`src/rtl/axi_mem_req_master.sv`:
```
// Single-outstanding INCR AXI burst master; R and W data pass through combinationally with zero latency.
// Backpressure: req_rdy is high only in IDLE; rsp_rdy drives rready_m0 and wready_m0 drives wd_rdy directly.
module axi_mem_req_master #(
    parameter int         DW   = 128,
    parameter int         STRB = DW/8,
    parameter int         AW   = 32,
    parameter logic [7:0] ID   = 8'h5A,
    parameter int         TO_W = 10
) (
    input  logic              pll_core_cpuclk,
    input  logic              pad_cpu_rst,
    input  logic              req_vld,
    output logic              req_rdy,
    input  logic              req_wr,
    input  logic [AW-1:0]     req_addr,
    input  logic [7:0]        req_len,
    input  logic              wd_vld,
    output logic              wd_rdy,
    input  logic [DW-1:0]     wd_data,
    input  logic [STRB-1:0]   wd_strb,
    output logic              rsp_vld,
    input  logic              rsp_rdy,
    output logic [DW-1:0]     rsp_data,
    output logic              rsp_last,
    output logic              wr_done,
    output logic              err_sticky,
    output logic [1:0]        err_code,
    output logic [AW-1:0]     araddr_m0,
    output logic [1:0]        arburst_m0,
    output logic [3:0]        arcache_m0,
    output logic [7:0]        arid_m0,
    output logic [7:0]        arlen_m0,
    output logic [2:0]        arprot_m0,
    output logic [2:0]        arsize_m0,
    output logic              arvalid_m0,
    input  logic              arready_m0,
    output logic [AW-1:0]     awaddr_m0,
    output logic [1:0]        awburst_m0,
    output logic [3:0]        awcache_m0,
    output logic [7:0]        awid_m0,
    output logic [7:0]        awlen_m0,
    output logic [2:0]        awprot_m0,
    output logic [2:0]        awsize_m0,
    output logic              awvalid_m0,
    input  logic              awready_m0,
    output logic [DW-1:0]     wdata_m0,
    output logic [7:0]        wid_m0,
    output logic              wlast_m0,
    output logic [STRB-1:0]   wstrb_m0,
    output logic              wvalid_m0,
    input  logic              wready_m0,
    input  logic [DW-1:0]     rdata_m0,
    input  logic [7:0]        rid_m0,
    input  logic              rlast_m0,
    input  logic [1:0]        rresp_m0,
    input  logic              rvalid_m0,
    output logic              rready_m0,
    input  logic [7:0]        bid_m0,
    input  logic [1:0]        bresp_m0,
    input  logic              bvalid_m0,
    output logic              bready_m0
);

    typedef enum logic [2:0] {S_IDLE, S_AR, S_AW, S_R, S_W, S_B} state_t;

    state_t            state;
    state_t            state_nxt;
    logic [AW-5:0]     addr_q;
    logic [7:0]        len_q;
    logic [7:0]        cnt;
    logic [TO_W-1:0]   wdog;
    logic              wdog_to;
    logic              last_beat;
    logic              ar_hs, aw_hs, w_hs, r_hs, b_hs, any_hs;
    logic              err_set;
    logic [1:0]        err_new;
    logic              unused_in;

    // IDs are constant and only one burst is ever outstanding, so returned IDs carry no information.
    assign unused_in = ^{rid_m0, bid_m0, req_addr[3:0]};

    assign last_beat = (cnt == len_q);
    assign ar_hs     = arvalid_m0 & arready_m0;
    assign aw_hs     = awvalid_m0 & awready_m0;
    assign w_hs      = wvalid_m0 & wready_m0;
    assign r_hs      = rvalid_m0 & rready_m0;
    assign b_hs      = bvalid_m0 & bready_m0;
    assign any_hs    = ar_hs | aw_hs | w_hs | r_hs | b_hs;
    assign wdog_to   = &wdog;

    assign araddr_m0  = {addr_q, 4'h0};
    assign arburst_m0 = 2'b01;
    assign arcache_m0 = 4'b0011;
    assign arid_m0    = ID;
    assign arlen_m0   = len_q;
    assign arprot_m0  = 3'b000;
    assign arsize_m0  = 3'b100;
    assign awaddr_m0  = {addr_q, 4'h0};
    assign awburst_m0 = 2'b01;
    assign awcache_m0 = 4'b0011;
    assign awid_m0    = ID;
    assign awlen_m0   = len_q;
    assign awprot_m0  = 3'b000;
    assign awsize_m0  = 3'b100;
    assign wid_m0     = ID;
    assign wdata_m0   = wd_data;
    assign wstrb_m0   = wd_strb;
    assign rsp_data   = rdata_m0;

    always_ff @(posedge pll_core_cpuclk) begin
        if (pad_cpu_rst) begin
            state <= S_IDLE;
        end else begin
            state <= state_nxt;
        end
    end

    always_comb begin
        state_nxt = state;
        case (state)
            S_IDLE: if (req_vld)             state_nxt = req_wr ? S_AW : S_AR;
            S_AR:   if (arready_m0)          state_nxt = S_R;
            S_AW:   if (awready_m0)          state_nxt = S_W;
            S_R:    if (r_hs && last_beat)   state_nxt = S_IDLE;
            S_W:    if (w_hs && last_beat)   state_nxt = S_B;
            S_B:    if (bvalid_m0)           state_nxt = S_IDLE;
            default:                         state_nxt = S_IDLE;
        endcase
    end

    always_comb begin
        req_rdy    = 1'b0;
        arvalid_m0 = 1'b0;
        awvalid_m0 = 1'b0;
        rready_m0  = 1'b0;
        rsp_vld    = 1'b0;
        rsp_last   = 1'b0;
        wvalid_m0  = 1'b0;
        wd_rdy     = 1'b0;
        wlast_m0   = 1'b0;
        bready_m0  = 1'b0;
        wr_done    = 1'b0;
        case (state)
            S_IDLE: req_rdy    = 1'b1;
            S_AR:   arvalid_m0 = 1'b1;
            S_AW:   awvalid_m0 = 1'b1;
            S_R: begin
                rready_m0 = rsp_rdy;
                rsp_vld   = rvalid_m0;
                rsp_last  = rvalid_m0 & last_beat;
            end
            S_W: begin
                wvalid_m0 = wd_vld;
                wd_rdy    = wready_m0;
                wlast_m0  = last_beat;
            end
            S_B: begin
                bready_m0 = 1'b1;
                wr_done   = bvalid_m0;
            end
            default: req_rdy = 1'b0;
        endcase
    end

    // Response errors outrank framing errors, which outrank the watchdog, when they coincide.
    always_comb begin
        err_set = 1'b0;
        err_new = 2'b00;
        if ((r_hs && rresp_m0 != 2'b00) || (b_hs && bresp_m0 != 2'b00)) begin
            err_set = 1'b1;
            err_new = 2'b01;
        end else if (r_hs && (rlast_m0 != last_beat)) begin
            err_set = 1'b1;
            err_new = 2'b10;
        end else if (wdog_to) begin
            err_set = 1'b1;
            err_new = 2'b11;
        end
    end

    always_ff @(posedge pll_core_cpuclk) begin
        if (pad_cpu_rst) begin
            addr_q     <= '0;
            len_q      <= '0;
            cnt        <= '0;
            wdog       <= '0;
            err_sticky <= 1'b0;
            err_code   <= 2'b00;
        end else begin
            if (state == S_IDLE && req_vld) begin
                addr_q <= req_addr[AW-1:4];
                len_q  <= req_len;
            end
            if (state == S_IDLE) begin
                cnt <= '0;
            end else if (r_hs || w_hs) begin
                cnt <= cnt + 8'd1;
            end
            if (state == S_IDLE || any_hs) begin
                wdog <= '0;
            end else if (!wdog_to) begin
                wdog <= wdog + 1'b1;
            end
            if (err_set && !err_sticky) begin
                err_sticky <= 1'b1;
                err_code   <= err_new;
            end
        end
    end

endmodule

```
`config.mk`:
```
export PLATFORM = sky130hd
export DESIGN_NAME = axi_mem_req_master
export DESIGN_NICKNAME = d
export VERILOG_FILES = /design/src/rtl/axi_mem_req_master.sv
export SDC_FILE = /design/constraint.sdc
export NUM_CORES = 1
export LEC_CHECK = 0
export CAP_MARGIN = 5
export CELL_PAD_IN_SITES_DETAIL_PLACEMENT = 1
export CELL_PAD_IN_SITES_GLOBAL_PLACEMENT = 1
export CORE_AREA = 2 2 293 295
export CTS_CLUSTER_SIZE = 28
export DETAILED_ROUTE_END_ITERATION = 10
export DIE_AREA = 0 0 295 297
export PLACE_DENSITY_LB_ADDON = 0.1
export SETUP_SLACK_MARGIN = 0.1
export SYNTH_ARGS = -nofsm -noshare
export SYNTH_HDL_FRONTEND = slang
export SYNTH_SLANG_ARGS = --single-unit
```
`constraint.sdc`:
```
create_clock -name pll_core_cpuclk -period 1.7 [get_ports pll_core_cpuclk]
set_clock_uncertainty 0.05 [all_clocks]
set_input_delay 0.34 -clock pll_core_cpuclk [delete_from_list [all_inputs] [get_ports pll_core_cpuclk]]
set_output_delay 0.34 -clock pll_core_cpuclk [all_outputs]
set_load 0.05 [all_outputs]
```
==> reports/results.txt <==
CTS clk-pin slew, worst paths -> 0.07 ns
filler instances -> 9947
FF-to-FF path depth -> 7
Worst R2R End -> err_sticky
Final nets -> 957
GRT Util Overall -> 5.19%
First DRT Iteration DRCs -> 71
top post-synthesis cells by area -> buf_4, dfxtp_1, nand2_1
Crit path max-delay family -> simple AND/OR/NAND/NOR gates
IO Pins -> 758
share of the synthesized area in the top cell type -> 50.8%
Layout area overhead -> 46.6%
max-slew violation count -> 0
TritonRoute pass-1 iters -> 4
CP Class -> flop to primary output
Worst Setup SP -> arlen_m0[2]
dpl hpwl -> 18.0 mm
diode count -> 0
Seq/Total Area, Yosys -> 22.3%
number of vias in the routed layout -> 3792
Avg Vias per Cell -> 2.15
# DRC -> 0
met3 WL -> 3.07 mm
layout cells sized above 1 -> 55.5%
critical path, cell by cell -> xor2_2, nor4_4, buf_6, nand2_4, nor2_4, buf_12
Clk Latency, worst-skew pair -> 0.37 ns
TritonCTS Sinks -> 60
Die Ht -> 297 um
path length in cells of the critical path -> 6
Worst Setup End Kind -> primary output
Final WS setup -> -0.402 ns
IO buf count -> 137
Most used DFF post-synth -> dfxtp_1
Post-Synthesis Cells -> 694
fin crit share -> 124%
placed instance count -> 1710
reg-to-reg critical path startpoint -> arlen_m0[2]
Required @ worst endpoint -> 1.31 ns
max-cap violation count -> 0
routed wire length -> 23.9 mm
Hold Slack -> 0.397 ns
final setup vio count -> 67
synthesized area -> 5380 sq um
# rows -> 107
PD cells -> 1330 nW/um^2
failing checks -> setup timing
FF-to-FF setup slack -> -0.15 ns
largest net degree at the start of global routing -> 36
Highest Signal Layer -> met4
Post-synth EDFFs -> 0
area leader, netlist -> buf_4
peak supply drop -> 510 uV
syn avg cell area -> 7.75 sq um
Warnings, synthesis -> 0
met2 wire len -> 9.82 mm
vias in the first global route -> 4078
Initial Utilization -> 6.36%
Die ar. -> 87600 sq um
WL/cell -> 13.6 um
CORE AREA -> 84500 sq um
first-pass GRT wire length -> 31.2 mm
Pleak -> 2.89 nW
critical path launch point type -> flop
CTS tree -> done
CP peak stage delay -> 0.36 ns
Synth cell types -> 43
Worst Hold Class -> primary input to flop
final worst path period need -> 2.10 ns
asr flop ratio synth -> 0%
CTS max path bufs -> 2
initial antenna violation count -> 2
clock root buffer -> clkbuf_16
f_max -> 0.476 GHz
H-tree Lvls -> 3
Synth Register Bits -> 60
Slowest-stage cell, CP -> dfxtp_4
status -> finished, violations left
Fin. Hold Viols -> 0
unrepaired setup endpoints after global routing -> yes
CP Capture Point -> wlast_m0
GRT overflow -> 0
CP bufs+invs -> 2
wl on met1 -> 9.27 mm
arrival time worst endpoint -> 1.71 ns
Die W -> 295 um
final instance count without filler cells -> 1760
synth cell count leaders -> buf_4, nand2_1, dfxtp_1, a21oi_1, nor2_1
RD Place Congestion -> 0.593
number of hold buffers added after cts -> 0
Routed Antenna Nets -> 0
most common cell in the synthesized netlist -> buf_4
CTS Buf Count -> 9
Crit Path Max Fanout -> 3
-- worst min-delay path: stages --
cell	delay, ns
buf_2	0.18
or4_4	0.22
nor2_2	0.04
-- cell families (layout without fill, tap and decap cells) --
kind of cell | Yosys count | in the layout | share of synthesized area (%)
adder cells (fa/ha/maj) | 2 | 2 | 0.465
other | 2 | 56 | 0.140
buffers and inverters | 385 | 252 | 52.6
multiplexers | 4 | 4 | 0.745
XOR/XNOR | 20 | 20 | 3.26
AO/OA/AOI/OAI | 63 | 63 | 7.17
AND/OR/NAND/NOR | 158 | 159 | 13.3
flip-flops | 60 | 60 | 22.3
-- layer usage --
layer	track usage [%]	vias up
met5	0.111	-
met4	4.79	0
met3	3.07	128
met2	7.08	287
met1	5.51	1745
li1	-	1632
-- registers in the layout (all words and copies together) (netlist names) --
signal,cells
wdog,10
err_code,2
arlen_m0,8
err_sticky,1
state,3
addr_q,28
cnt,8
-- where the power goes --
| group | leakage [nW] | total, mW | internal (mW) | switching (mW) |
|---|---|---|---|---|
| Clock | 0.136 | 1.92 | 1.03 | 0.883 |
| Combinational | 2.25 | 6.57 | 2.81 | 3.76 |
| Sequential | 0.498 | 1.98 | 1.66 | 0.322 |
-- placed cells by master, fill, tap and decap left out, types with 3 or more instances in the layout --
cell	Yosys	routed
clkdlybuf4s50_1	0	50
and3_4	0	5
dfxtp_1	60	45
nand2_4	0	36
nand3_2	0	3
nand4_1	5	5
a21oi_1	45	5
mux2i_1	4	3
nor2_2	0	3
o21ai_0	3	3
conb_1	2	56
clkbuf_16	0	12
nor3_4	0	3
dfxtp_4	0	9
a21oi_2	0	39
buf_4	364	102
nand2_1	85	46
nand3_1	9	5
xnor2_1	5	4
nand2b_1	4	3
xor2_2	0	3
dfxtp_2	0	6
xor2_1	15	12
nor2_1	24	19
buf_6	1	28
buf_12	0	46
-- worst min-delay path by stage --
stage                      from         end  slack [ns]  depth (start not counted)
floorplan               wdog[1]     wdog[1]        0.41                          2
global placement     addr_q[10]  addr_q[10]        0.42                          2
detailed placement   addr_q[10]  addr_q[10]        0.42                          2
CTS                 pad_cpu_rst     wdog[3]        0.38                          3
global route        pad_cpu_rst     wdog[9]        0.40                          3
finish              pad_cpu_rst     wdog[0]        0.40                          3
-- metrics by stage --
step | area [sq um] | worst slack, ns | total power, mW | utilization [%] | TNS, ns
floorplan | 5760 | -0.0550 | 6.75 | - | -0.0550
global placement | 6480 | -0.484 | 7.09 | 7.68 | -11.63
detailed placement | 6480 | -0.487 | 7.05 | 7.68 | -11.39
CTS | 7260 | -0.535 | 9.90 | 8.60 | -4.76
global route | 7880 | -0.531 | 11.2 | 9.33 | -10.98
finish | 7880 | -0.402 | 10.5 | 9.33 | -4.83
-- timing repair --
action | in CTS | in global routing
endpoints found under the setup margin | 33 | 70
cloned | 1 | 4
buffers inserted | 23 | 9
pin swaps | 39 | 74
resized for setup | 78 | 124
-- final cells by class --
class                      instances  area [sq um]  share of cell area (%)
sequential                        60          1240                    15.8
multi-input combinational        304          2280                    29.0
clock inverter                     5          36.3                   0.460
tap                             1144          1430                    18.2
timing repair buffer             232          2630                    33.3
clock buffer                      11           243                    3.08
inverter                           4          18.8                   0.238
Power figures use the tool's default switching activity.
